`config.mk`:
```
export PLATFORM = sky130hd
export DESIGN_NAME = spi_master
export DESIGN_NICKNAME = d
export VERILOG_FILES = /design/src/rtl/spi_master.sv
export SDC_FILE = /design/constraint.sdc
export NUM_CORES = 1
export LEC_CHECK = 0
export CORE_MARGIN = 1.5
export CORE_UTILIZATION = 34
export CTS_BUF_LIST = sky130_fd_sc_hd__clkbuf_4 sky130_fd_sc_hd__clkbuf_8 sky130_fd_sc_hd__clkbuf_16
export DETAILED_ROUTE_END_ITERATION = 6
export SYNTH_ARGS = -nofsm -noshare
export SYNTH_HDL_FRONTEND = slang
export SYNTH_SLANG_ARGS = --single-unit
```
`constraint.sdc`:
```
create_clock -name clk -period 4.2 [get_ports clk]
set_input_delay 0.63 -clock clk [delete_from_list [all_inputs] [get_ports clk]]
set_output_delay 0.63 -clock clk [all_outputs]
set_load 0.005 [all_outputs]
```
`src/rtl/spi_master.sv`:
```
// Single-frame SPI master, mode 0 (CPOL=0, CPHA=0), MSB first.
// SCLK runs at CLKFREQ/(2*HALF), where HALF = CLKFREQ/(2*SPIFREQ).
module spi_master #(
    parameter int WIDTH   = 8,
    parameter int CLKFREQ = 16,
    parameter int SPIFREQ = 2
) (
    input  logic             clk,
    input  logic             rst_n,
    input  logic             st,
    input  logic [WIDTH-1:0] din,
    input  logic             miso,
    output logic             sclk,
    output logic             mosi,
    output logic             cs_n,
    output logic [WIDTH-1:0] dout,
    output logic             busy,
    output logic             done
);

    // state | meaning
    // IDLE  | waiting for st; cs_n high, sclk low
    // LEAD  | cs_n low, sclk low for HALF clks (CS setup)
    // SHIFT | WIDTH bits, each HALF clks sclk high then HALF clks sclk low
    // DONE  | one clk: done pulse, dout updated, cs_n released
    typedef enum logic [1:0] {IDLE, LEAD, SHIFT, DONE} state_t;

    localparam int HALF = CLKFREQ / (2 * SPIFREQ);
    localparam int CW   = $clog2(HALF) + 1;
    localparam int BW   = $clog2(WIDTH) + 1;

    localparam logic [CW-1:0] CNT_LOAD = CW'(HALF - 1);
    localparam logic [BW-1:0] BIT_LAST = BW'(WIDTH - 1);

    state_t           state, state_n;
    logic [CW-1:0]    cnt, cnt_n;
    logic [BW-1:0]    bitc, bitc_n;
    logic [WIDTH-1:0] tx, tx_n;
    logic [WIDTH-1:0] rx, rx_n;
    logic [WIDTH-1:0] dout_n;
    logic             sclk_n, mosi_n, cs_n_n, busy_n, done_n;

    logic [WIDTH:0]   rx_ext;
    logic [WIDTH-1:0] rx_sh;
    logic [WIDTH-1:0] tx_sh;

    always_ff @(posedge clk or negedge rst_n) begin
        if (!rst_n) begin
            state <= IDLE;
            cnt   <= '0;
            bitc  <= '0;
            tx    <= '0;
            rx    <= '0;
            dout  <= '0;
            sclk  <= 1'b0;
            mosi  <= 1'b0;
            cs_n  <= 1'b1;
            busy  <= 1'b0;
            done  <= 1'b0;
        end else begin
            state <= state_n;
            cnt   <= cnt_n;
            bitc  <= bitc_n;
            tx    <= tx_n;
            rx    <= rx_n;
            dout  <= dout_n;
            sclk  <= sclk_n;
            mosi  <= mosi_n;
            cs_n  <= cs_n_n;
            busy  <= busy_n;
            done  <= done_n;
        end
    end

    // Outputs are registered, so transitions below take effect together with the state change.
    always_comb begin
        state_n = state;
        cnt_n   = cnt;
        bitc_n  = bitc;
        tx_n    = tx;
        rx_n    = rx;
        dout_n  = dout;
        sclk_n  = sclk;
        mosi_n  = mosi;
        cs_n_n  = cs_n;
        busy_n  = busy;
        done_n  = 1'b0;

        rx_ext  = {rx, miso};
        rx_sh   = rx_ext[WIDTH-1:0];
        tx_sh   = tx << 1;

        unique case (state)
            IDLE: begin
                if (st) begin
                    tx_n    = din;
                    rx_n    = '0;
                    mosi_n  = din[WIDTH-1];
                    cs_n_n  = 1'b0;
                    busy_n  = 1'b1;
                    cnt_n   = CNT_LOAD;
                    bitc_n  = '0;
                    state_n = LEAD;
                end
            end
            LEAD: begin
                if (cnt == '0) begin
                    sclk_n  = 1'b1;
                    rx_n    = rx_sh;
                    cnt_n   = CNT_LOAD;
                    state_n = SHIFT;
                end else begin
                    cnt_n = cnt - 1'b1;
                end
            end
            SHIFT: begin
                if (cnt != '0) begin
                    cnt_n = cnt - 1'b1;
                end else if (sclk) begin
                    // After the last bit the shifted-out word is all zeros, so mosi returns to 0.
                    sclk_n = 1'b0;
                    tx_n   = tx_sh;
                    mosi_n = tx_sh[WIDTH-1];
                    cnt_n  = CNT_LOAD;
                end else if (bitc == BIT_LAST) begin
                    dout_n  = rx;
                    done_n  = 1'b1;
                    cs_n_n  = 1'b1;
                    busy_n  = 1'b0;
                    state_n = DONE;
                end else begin
                    bitc_n = bitc + 1'b1;
                    sclk_n = 1'b1;
                    rx_n   = rx_sh;
                    cnt_n  = CNT_LOAD;
                end
            end
            DONE: begin
                state_n = IDLE;
            end
            default: begin
                state_n = IDLE;
            end
        endcase
    end

endmodule

```
* After elaboration in Yosys (flattened, before gate mapping)
Cells that the tools add are included.
** Storage, ports and cells
- Logic and storage cells :: 91
- Output and inout bits :: 13
- ROM bits :: 0
- Memory bits (writable) :: 0
- Bits in latches :: 0
- Bits in registers :: 37
- Memories kept :: 0
- Bits of input ports :: 12
** Cells by class
- Multiply operators :: 0
- Multiplexer cells :: 50
- $add $sub $neg :: 2
- Reductions and logical operators :: 14
- Equal/unequal tests :: 12
- Shifts and indexed selects :: 0
- Bitwise gates (word level) :: 2
- Order comparisons :: 0
- Divide/modulo/power cells :: 0
** Operator list (number)
- $mux 8 :: 5
- $pmux 8 s3 :: 1
- $mux 7 :: 3
- $mux 1 :: 19
- $mux 4 :: 4
- $mux 3 :: 5
- $reduce_and 5->1 :: 3
- $ne 2x2->1 const B :: 7
- $pmux 7 s2 :: 1
- $mux 2 :: 5
- $pmux 3 s3 :: 1
- $pmux 1 s2 :: 4
- $pmux 2 s4 :: 1
- $pmux 4 s2 :: 1
- $reduce_and 4->1 :: 2
- $reduce_and 3->1 :: 2
- $reduce_and 6->1 :: 1
- $reduce_bool 3->1 :: 2
- $add 4x1->4 const B :: 1
- $eq 2x2->1 const B :: 2
- $eq 4x3->1 const B :: 1
- $ne 4x4->1 const B :: 1
- $reduce_bool 2->1 :: 2
- $logic_not 3->1 :: 1
- 4 further kinds :: 5

* Longest topological paths before layout
- Depth in word-level cells :: 5
- Gate-level depth with buffers :: 8
- Depth with buffers taken out :: 6

* Least setup slack after synthesis
Ideal clock, no wire load.
- Kind :: reg2reg
- From :: reg cnt[0]
- To :: reg bitc[0]
- Data required time :: 4.075 ns
- Stages on the path, launching flop included :: 8
- Arrival :: 1.916 ns
- Setup slack :: 2.159 ns
- Library setup time :: 0.125 ns
- Path buffers :: 1
- Period minus slack after synthesis :: 2.041 ns
- Path through :: dfrtp_1 -> inv_1 -> ha_1 -> or3b_4 -> a211o_1 -> clkbuf_1 -> nor2_1 -> mux2_2
** Between the ends
- Word-level cells in the longest chain between the ends :: 3
** RTL lines
- start, declared :: RTL line 36 : logic [CW-1:0] cnt, cnt_n;
- start signal, assigned :: RTL line 62 : cnt <= cnt_n;
- $reduce_bool 3->1 :: RTL line 117 : if (cnt != '0) begin
- $ne 2x2->1 (no line)
- $reduce_and 5->1 (no line)
- end signal, assigned :: RTL line 63 : bitc <= bitc_n;
- end, declared :: RTL line 37 : logic [BW-1:0] bitc, bitc_n;
No other way between the ends.
A chain may end at the register's enable or synchronous reset.

* Final worst setup path
- From :: reg state[0]
- To :: reg cnt[1]
** Between the ends
- Word-level cells in the longest chain between the ends :: 3
- Elaborated cells between the ends (all ways) :: 8
- Those cells by class :: 4 x eq/ne; 1 x mux; 3 x reduce/logical
** RTL lines
- start, declared :: RTL line 35 : state_t state, state_n;
- start signal, assigned :: RTL line 61 : state <= state_n;
- $eq 2x2->1 (tied with other cells) :: RTL line 93 : unique case (state)
- $ne 4x4->1 (no line) (tied with other cells)
- $reduce_and 3->1 (no line)
Parallel ways exist; a longest one is shown, timed or not.

==> out/results.txt <==
Arr. time, crit path: 2840 ps
Syn Nets: 204
vias per inst: 4.93
# hold bufs at CTS: 0
Worst Skew: 4.91 ps
cell taking the most area after synthesis: dfrtp_1
ant diodes: 0
hold slack: 445 ps
First-pass DRT Iterations: 4
HPWL Detailed: 2500 µm
r2r startpoint: state[0]$_DFFE_PN0P_
Setup-failing EPs final: 0
first-pass GRT wire length: 6380 µm
yosys warns: 0
Antenna Violating Nets Remaining: 0
VDD IR max: 158 µV
setup repair bufs after CTS: 0
clk_lat worst skew: 290 ps
fmax: 375 MHz
LEAKAGE: 1.06 nW
nets: 227
Slew HR: 28.2%
Routed wire per std cell: 13.1 µm
Synth top area share: 47.1%
post-route clock period utilization: 63.5%
register bit total from synthesis: 37
top-count cell post-synth: dfrtp_1
CTS buffer count: 5
list of most frequent post-synthesis cells: dfrtp_1 (36), nor2_1 (18), inv_1 (14), nand2_1 (13), mux2i_1 (11)
Power Density: 277 nW/µm²
DR iter-0 viols: 87
Crit Path Class: flip-flop to flip-flop
Slew Limit Fails: 0
initial antenna violation count: 0
worst-path maximum fanout: 19
Filler cells: 571
Worst Setup Start Kind: flip-flop
placed insts: 271
TritonCTS clock tree: done
DIE HEIGHT: 78.0 µm
Worst-path clk slew: 80 ps
reg2reg setup slack: 1530 ps
via total after detailed routing: 1376
total grt overflow: 0
Syn Inst Count: 183
top-level I/O count: 25
H-tree depth: 2
largest net degree at the start of global routing: 38
Synth area leaders: dfrtp_1 (47%), ha_1 (5.9%), mux2_2 (5.9%)
Worst Max-Slew Pin Slew: 1080 ps
Layout area overhead: 20.0%
Die X: 78.0 µm
register area share after synthesis: 48.5%
Final min period: 2670 ps
Core Area: 5470 µm²
Post-Syn Area per Cell: 10.4 µm²
design area: 2290 µm²
Cell Count, Final, Fillers Out: 279
post-CTS resize count: 0
max cap viols: 0
worst r2r dst: cnt[1]$_DFFE_PN0P_
Req. time, crit path: 4370 ps
outcome: finished clean
Synth Flop Type: dfrtp_1
CP Capture Point: cnt[1]$_DFFE_PN0P_
vias in the first global route: 1354
Cell Rows: 27
initial core utilization: 34.9%
DRC violations left: 0
PortBufs: 24
global placer's final weighted congestion: 0.760
clock net sink count: 37
HP Class: primary input to asynchronous set/reset pin
Total GRT Usage: 13.3%
Root Buffer: clkbuf_8
Final Hold Vio Count: 0
Post-synth EDFFs: 0
detailed-route wire length: 3650 µm
worst r2r path cells: 6
layout cells sized above 1: 11.6%
Cell Area, Synth: 1910 µm²
Critical Path Sink Type: flip-flop
unrepaired setup endpoints after global routing: false
die area: 6080 µm²
asr flop ratio synth: 100%
unique cell type count in the Yosys netlist: 36
CP startpoint: state[0]$_DFFE_PN0P_
setup_tns: 0 ps
CTS Buffer Depth: 2
placed instance area: 2200 µm²
==> cell usage in the layout, fill, tap and decap left out, types with 2 or more instances in the layout <==
master	netlist	routed
a211o_1	2	2
a21oi_1	7	7
a22o_1	2	2
a311oi_1	2	2
and4b_1	4	4
clkbuf_8	0	5
clkdlybuf4s50_1	0	23
dfrtp_1	36	36
ha_1	9	9
inv_1	14	14
mux2_2	10	10
mux2i_1	11	11
nand2_1	13	13
nand2b_1	3	3
nand3_1	2	2
nand3b_1	3	3
nor2_1	18	18
nor2b_1	4	4
nor3_1	5	5
o21ai_0	6	6
o22a_1	2	2
o22ai_1	6	6
o31ai_1	3	3
==> cell type report <==
cell class	count	area, µm²	area share (%)
clock buffer	5	68.8	3.00
clock inverter	3	21.3	0.927
inverter	15	56.3	2.45
multi-input combinational	123	896	39.0
sequential	37	927	40.4
tap	72	90.1	3.93
timing repair buffer	24	235	10.3
==> worst min path at each step <==
stage | slack (ps) | end | from
CTS | 480 | done$_DFF_PN0_ | rst_n
detailed placement | 490 | cnt[1]$_DFFE_PN0P_ | cnt[1]$_DFFE_PN0P_
floorplan | 330 | bitc[0]$_DFFE_PN0P_ | rst_n
finish | 440 | mosi$_DFFE_PN0P_ | rst_n
global placement | 480 | cnt[1]$_DFFE_PN0P_ | cnt[1]$_DFFE_PN0P_
global route | 510 | dout[4]$_DFFE_PN0P_ | rst_n
==> through the flow <==
stage / util, % / power (W) / setup WS (ps)
global placement: 40.3 / 0.000391 / 1580
detailed placement: 40.3 / 0.000391 / 1510
global route: 41.9 / 0.000667 / 1290
CTS: 41.9 / 0.000646 / 1490
finish: 41.9 / 0.000635 / 1530
floorplan: - / 0.000372 / 2160
==> per-layer routing <==
metal  vias to the layer above  GRT usage, %  share of wire (%)
met5                         -             0                  0
met3                         6          4.24                5.3
li1                        687             -                  -
met2                        25          19.9                 44
met4                         0          4.29                1.0
met1                       658          18.1                 50
==> flip-flops by register name, indices dropped and copies added (netlist names) <==
| register | count |
|---|---|
| state | 2 |
| sclk | 1 |
| done | 1 |
| busy | 1 |
| dout | 8 |
| mosi | 1 |
| cnt | 3 |
| bitc | 4 |
| cs_n | 1 |
| tx | 7 |
| rx | 8 |
==> worst max-delay path, stage by stage, from the launching register on <==
cell	delay, ps
dfrtp_1	400
inv_1	140
ha_1	580
clkinv_1	420
nor3_4	550
nor3_2	130
mux2_1	330
==> power breakdown <==
group          internal (W)  switching [W]
registers          0.000359     0.00000249
logic             0.0000109      0.0000107
clock network      0.000118       0.000134
total              0.000488       0.000147
==> logic make-up (layout without fill, tap and decap cells) <==
family          count (synthesis)  in the layout  synth area share (%)
buf+inv                        23             47                  4.65
mux                            22             22                  12.2
compound gates                 34             34                  12.2
simple gates                   58             58                  16.6
fa+ha+maj                       9              9                  5.89
flops                          37             37                  48.5
(Power assumes the default switching activity.)
